==> config.mk <==
export PLATFORM = sky130hd
export DESIGN_NAME = i2s_rx_deserializer
export DESIGN_NICKNAME = d
export VERILOG_FILES = /design/src/rtl/i2s_rx_pkg.sv /design/src/rtl/i2s_rx_sync.sv /design/src/rtl/i2s_rx_deserializer.sv
export SDC_FILE = /design/constraint.sdc
export NUM_CORES = 1
export LEC_CHECK = 0
export CAP_MARGIN = 15
export CORE_UTILIZATION = 49
export DETAILED_ROUTE_END_ITERATION = 10
export PLACE_DENSITY = 0.74
export SLEW_MARGIN = 30
export SYNTH_ARGS = -nofsm -noshare
export SYNTH_HDL_FRONTEND = slang
export SYNTH_SLANG_ARGS = --single-unit
==> constraint.sdc <==
create_clock -name clk -period 1.5 [get_ports clk]
set_input_delay 0.3 -clock clk [delete_from_list [all_inputs] [get_ports clk]]
set_output_delay 0.3 -clock clk [all_outputs]
set_load 0.03 [all_outputs]
==> src/rtl/i2s_rx_pkg.sv <==
// Shared types and constants for the I2S receive deserializer.
package i2s_rx_pkg;

  typedef enum logic [1:0] {
    SYNC_WAIT,
    CAP_L,
    CAP_R
  } state_t;

  localparam logic LEFT_CH  = 1'b0;
  localparam logic RIGHT_CH = 1'b1;

  localparam int BIT_CNT_W = 6;
  localparam logic [BIT_CNT_W-1:0] BIT_CNT_MAX = '1;

endpackage

==> src/rtl/i2s_rx_sync.sv <==
// Brings SCLK/WS/SD into the clk domain and flags rising edges of SCLK.
// The edge flag and the sampled WS/SD are registered together so they stay aligned.
module i2s_rx_sync #(
  parameter int SYNC_STAGES = 2
) (
  input  logic clk,
  input  logic rst,
  input  logic sclk,
  input  logic ws,
  input  logic sd,
  output logic sclk_rise,
  output logic ws_s,
  output logic sd_s
);

  logic [SYNC_STAGES-1:0] sclk_sync;
  logic [SYNC_STAGES-1:0] ws_sync;
  logic [SYNC_STAGES-1:0] sd_sync;
  logic                   sclk_prev;

  // Synchronizer chains plus a one-cycle-delayed copy of SCLK for edge detection.
  always_ff @(posedge clk) begin
    if (rst) begin
      sclk_sync <= '0;
      ws_sync   <= '0;
      sd_sync   <= '0;
      sclk_prev <= 1'b0;
      sclk_rise <= 1'b0;
      ws_s      <= 1'b0;
      sd_s      <= 1'b0;
    end else begin
      sclk_sync <= {sclk_sync[SYNC_STAGES-2:0], sclk};
      ws_sync   <= {ws_sync[SYNC_STAGES-2:0], ws};
      sd_sync   <= {sd_sync[SYNC_STAGES-2:0], sd};
      sclk_prev <= sclk_sync[SYNC_STAGES-1];
      sclk_rise <= sclk_sync[SYNC_STAGES-1] & ~sclk_prev;
      ws_s      <= ws_sync[SYNC_STAGES-1];
      sd_s      <= sd_sync[SYNC_STAGES-1];
    end
  end

endmodule

==> src/rtl/i2s_rx_deserializer.sv <==
// Philips-format I2S receiver: deserializes MSB-first left/right words and
// presents each stereo pair on a single-entry valid/ready output register.
// Optional feature macro: I2S_RX_FRAME_ERR_EN adds a frame_err pulse output
// for words whose length differs from DATA_WIDTH.
module i2s_rx_deserializer
  import i2s_rx_pkg::*;
#(
  parameter int DATA_WIDTH  = 16,
  parameter int SYNC_STAGES = 2
) (
  input  logic                  clk,
  input  logic                  rst,
  input  logic                  i2s_sclk,
  input  logic                  i2s_ws,
  input  logic                  i2s_sd,
  output logic                  out_valid,
  input  logic                  out_ready,
  output logic [DATA_WIDTH-1:0] out_left,
  output logic [DATA_WIDTH-1:0] out_right,
  output logic                  overrun
`ifdef I2S_RX_FRAME_ERR_EN
  ,
  output logic                  frame_err
`endif
);

  logic                  sclk_rise;
  logic                  ws_s;
  logic                  sd_s;
  state_t                state;
  state_t                state_next;
  logic                  ws_last;
  logic [BIT_CNT_W-1:0]  bit_cnt;
  logic [DATA_WIDTH-1:0] shift_reg;
  logic [DATA_WIDTH-1:0] cur_word;
  logic [DATA_WIDTH-1:0] left_hold;
  logic                  left_ok;
  logic                  boundary;
  logic                  pair_done;
  logic                  left_latch;

  i2s_rx_sync #(
    .SYNC_STAGES(SYNC_STAGES)
  ) u_sync (
    .clk      (clk),
    .rst      (rst),
    .sclk     (i2s_sclk),
    .ws       (i2s_ws),
    .sd       (i2s_sd),
    .sclk_rise(sclk_rise),
    .ws_s     (ws_s),
    .sd_s     (sd_s)
  );

  assign boundary = sclk_rise && (ws_s != ws_last);

  // Word including the bit sampled now; bits past DATA_WIDTH find no slot and are dropped.
  always_comb begin
    cur_word = shift_reg;
    for (int i = 0; i < DATA_WIDTH; i++) begin
      if (bit_cnt == BIT_CNT_W'(DATA_WIDTH - 1 - i)) begin
        cur_word[i] = sd_s;
      end
    end
  end

  // Channel FSM: decides what happens to the word that ends at a WS change.
  always_comb begin
    state_next = state;
    pair_done  = 1'b0;
    left_latch = 1'b0;
    if (boundary) begin
      case (state)
        SYNC_WAIT: state_next = (ws_s == LEFT_CH) ? CAP_L : CAP_R;
        CAP_L: begin
          left_latch = 1'b1;
          state_next = CAP_R;
        end
        CAP_R: begin
          pair_done  = left_ok;
          state_next = CAP_L;
        end
        default: state_next = SYNC_WAIT;
      endcase
    end
  end

  // FSM state register.
  always_ff @(posedge clk) begin
    if (rst) state <= SYNC_WAIT;
    else     state <= state_next;
  end

  // Serial assembly: shift in on each SCLK rise, restart on a word boundary.
  always_ff @(posedge clk) begin
    if (rst) begin
      ws_last   <= LEFT_CH;
      bit_cnt   <= '0;
      shift_reg <= '0;
      left_hold <= '0;
      left_ok   <= 1'b0;
    end else if (sclk_rise) begin
      ws_last <= ws_s;
      if (boundary) begin
        shift_reg <= '0;
        bit_cnt   <= '0;
      end else begin
        shift_reg <= cur_word;
        if (bit_cnt != BIT_CNT_MAX) bit_cnt <= bit_cnt + 1'b1;
      end
      if (left_latch) begin
        left_hold <= cur_word;
        left_ok   <= 1'b1;
      end else if (boundary && state == CAP_R) begin
        left_ok <= 1'b0;
      end
    end
  end

  // Single-entry output register: a pair arriving while the slot is blocked is dropped.
  always_ff @(posedge clk) begin
    if (rst) begin
      out_valid <= 1'b0;
      out_left  <= '0;
      out_right <= '0;
      overrun   <= 1'b0;
    end else begin
      overrun <= 1'b0;
      if (pair_done) begin
        if (!out_valid || out_ready) begin
          out_left  <= left_hold;
          out_right <= cur_word;
          out_valid <= 1'b1;
        end else begin
          overrun <= 1'b1;
        end
      end else if (out_valid && out_ready) begin
        out_valid <= 1'b0;
      end
    end
  end

`ifdef I2S_RX_FRAME_ERR_EN
  // Flag captured words whose received length is not exactly DATA_WIDTH.
  always_ff @(posedge clk) begin
    if (rst) begin
      frame_err <= 1'b0;
    end else begin
      frame_err <= boundary && (state == CAP_L || state == CAP_R) &&
                   (bit_cnt != BIT_CNT_W'(DATA_WIDTH - 1));
    end
  end
`endif

endmodule

==> summary.txt <==
Reg power frac -> 0.555
worst slew pin tran -> 0.696 ns
Netlist cell types -> 34
max_slew headroom -> 0.535
critical path cell sequence -> xnor2_4 > buf_12 > nor3b_4 > buf_12 > buf_12 > buf_16 > nor2_1 > a211oi_1
final setup vio count -> 42
Die W -> 83.7 um
Power Dens Cells -> 842 nW/um^2
final instance area -> 4910 um^2
full die area -> 7010 um^2
GPL Wtd Cong -> 0.790
Post-Syn Nets -> 355
synthesis-stage register bit count -> 86
Hold/Removal Path Class -> flip-flop to flip-flop
critical path type -> flip-flop to flip-flop
vias -> 2782
Skew-Pair Late Insertion Delay -> 0.37 ns
diode count -> 0
Max Root-Sink Buffers -> 2
Clock power frac -> 0.412
final setup skew -> 0.0138 ns
Leak Pwr -> 1.82 nW
Fill cells -> 388
row count -> 29
Initial Util -> 0.512
Yosys top cell area share -> 0.526
area of the mapped netlist -> 3270 um^2
CTS tree -> built
Max Cap Violations -> 0
placed cell areas -> 3850 um^2
VDD IR max -> 0.000995 V
Combinational Power Share -> 0.033
H-tree level count -> 3
CTS root buffer -> clkbuf_8
grt ovf -> 0
sequential area share after synthesis -> 0.526
TritonCTS Buffers -> 9
final hold violations -> 0
final worst slack -> -0.127 ns
Core Footprint -> 6390 um^2
crit-path max FO -> 16
RSZ-0062 raised after global routing -> true
number of port buffers -> 39
first-pass GRT wire length -> 13000 um
CP peak stage delay -> 0.37 ns
post-synth top area cell -> dfxtp_1
cell-internal power -> 3.13 mW
overall power -> 4.14 mW
I/O pins -> 40
final core occ -> 0.770
die span in y -> 83.7 um
critical path required time -> 1.78 ns
Synth area leaders -> dfxtp_1 53%, mux2i_1 11%, a211oi_1 6.9%
status -> complete, but fails checks
Syn Area/Cell -> 9.48 um^2
Post-Synthesis Cells -> 345
Final #Nets -> 421
Critical Path Start Type -> flip-flop
Worst path slowest cell -> dfxtp_4
Via density -> 5.64
Crit path top cell by count -> buf_12
Final ANT Viol Nets -> 0
fmax -> 615 MHz
YS warnings -> 0
layout cells sized above 1 -> 0.373
clock tree sinks -> 86
GRT Overall Usage -> 0.240
residual DRC count -> 0
drt wl/cell -> 18.0 um
failing checks -> negative setup slack
vias in the first global route -> 2656
Hold Slack -> 0.379 ns
Slew Viols, Final -> 0
CP Capture Type -> flip-flop
Tcrit/Tclk final -> 1.08
initial antenna violation count -> 0
area grow syn2layout -> 50.2%
largest net degree at the start of global routing -> 71
final critical-path required period -> 1.63 ns
DRT Pass-1 Iters -> 4
hpwl dp -> 4230 um
CTS Hold Bufs -> 0
Reg clk slew, reported paths -> 0.09 ns
Worst EP arrival -> 1.91 ns
switching share of power -> 0.242
1st-iter DRT viols -> 204
total wire length -> 8890 um
Switch Pwr -> 1.00 mW
-- stage by stage --
stage,setup TNS (ns),instances,worst slack (ns)
floorplan,0,345,0.0260
global route,-5.23,493,-0.177
global placement,-15.15,457,-0.358
detailed placement,-16.78,457,-0.361
finish,-2.40,493,-0.127
CTS,-1.53,486,-0.0754
-- layout by cell type (no fill, tap or decap), drive strengths merged, types with 2 or more instances in the layout --
cell type      Yosys  final
ha                 4      4
nand2b             3      3
clkdlybuf4s50      0      4
nor2b             12     12
a21oi              6      6
clkinv             0      2
o21ai             21     21
dlygate4sd2        0     33
nand2             35     35
buf                8     39
clkbuf            15     10
clkinvlp           0      2
mux2i             35     35
dfxtp             86     86
nand3b             2      2
nor3               6      6
inv                5      7
nand3              5      5
nor3b              5      5
nor2              53     53
a211oi            32     32
-- routing by layer --
| layer | wire length, um | track usage |
|---|---|---|
| met1 | 3640 | 0.282 |
| met2 | 4690 | 0.406 |
| met3 | 344 | 0.0603 |
| met4 | 208 | 0.120 |
| met5 | 0 | 0 |
-- area by class of cell --
class / count / area (um^2) / share of cell area
clock inverter: 7 / 81.3 / 0.0165
sequential: 86 / 1740 / 0.354
timing repair buffer: 78 / 828 / 0.169
multi-input combinational: 231 / 2020 / 0.411
clock buffer: 9 / 124 / 0.0252
inverter: 5 / 23.8 / 0.00484
tap: 77 / 96.3 / 0.0196
-- worst paths after layout --
| path | from | to | slack, ns | depth (start not counted) |
|---|---|---|---|---|
| worst max-delay path | u_sync.ws_s | out_right[15] | -0.13 | 8 |
| worst max register to register | u_sync.ws_s | out_right[15] | -0.13 | 8 |
| worst min register to register | u_sync.sclk_prev | u_sync.sclk_rise | 0.38 | 1 |
| worst min-delay path | u_sync.sclk_prev | u_sync.sclk_rise | 0.38 | 1 |
-- power groups by stage --
stage                     registers [mW]  clock network (mW)  logic, mW
after floorplan                     2.35                   0     0.0590
after detailed placement            2.35                   0     0.0973
after CTS                           2.29                1.70      0.119
after global routing                2.30                1.81      0.146
after global placement              2.35                   0     0.0958
final                               2.29                1.71      0.137
-- critical path, delay by kind of cell (launching register included) --
kind / cells / cell delay, ns
DFF: 1 / 0.37
xor gates and xnor gates: 1 / 0.16
and+or+nand+nor: 2 / 0.27
buffers and inverters: 4 / 0.56
AOI/OAI and AO/OA: 1 / 0.19
-- cells in the mapped netlist --
| library cell | n |
|---|---|
| nor2_1 | 53 |
| buf_4 | 1 |
| nor3_1 | 6 |
| dfxtp_1 | 86 |
| and2_0 | 1 |
| a21oi_1 | 6 |
| clkbuf_1 | 15 |
| nand2b_1 | 3 |
| buf_1 | 1 |
| buf_6 | 1 |
| nor4_2 | 1 |
| buf_2 | 5 |
| o2111ai_1 | 1 |
| a211oi_2 | 2 |
| inv_1 | 5 |
| nand2_1 | 35 |
| o211ai_1 | 1 |
| and3_1 | 1 |
| xnor2_2 | 1 |
| a31oi_1 | 1 |
| o21ai_0 | 21 |
| nand4b_1 | 1 |
| nand3b_1 | 2 |
| nor3b_2 | 1 |
| nand3_1 | 5 |
| mux2i_1 | 35 |
| xor2_1 | 1 |
| a211oi_1 | 30 |
| ha_1 | 4 |
| and4_1 | 1 |
| a2111oi_0 | 1 |
| nor3b_1 | 4 |
| nor2b_1 | 12 |
| or2_2 | 1 |
-- repair_timing --
item	4_1_cts	5_1_grt
cloned	5	0
setup buffers	9	9
gates resized for setup	135	71
pin swaps	27	18
setup endpoints to repair	95	67
endpoints found under the hold margin	0	0
-- kinds of logic (layout without fill, tap and decap cells) --
logic type / count (synthesis) / count (layout) / share of synthesized area
flops: 86 / 86 / 0.526
simple gates: 127 / 127 / 0.179
fa+ha+maj: 4 / 4 / 0.0153
xor+xnor: 2 / 2 / 0.00765
compound gates: 63 / 63 / 0.127
mux: 35 / 35 / 0.107
buf+inv: 28 / 99 / 0.0375
Note: power is estimated with default switching activity, not from simulation.
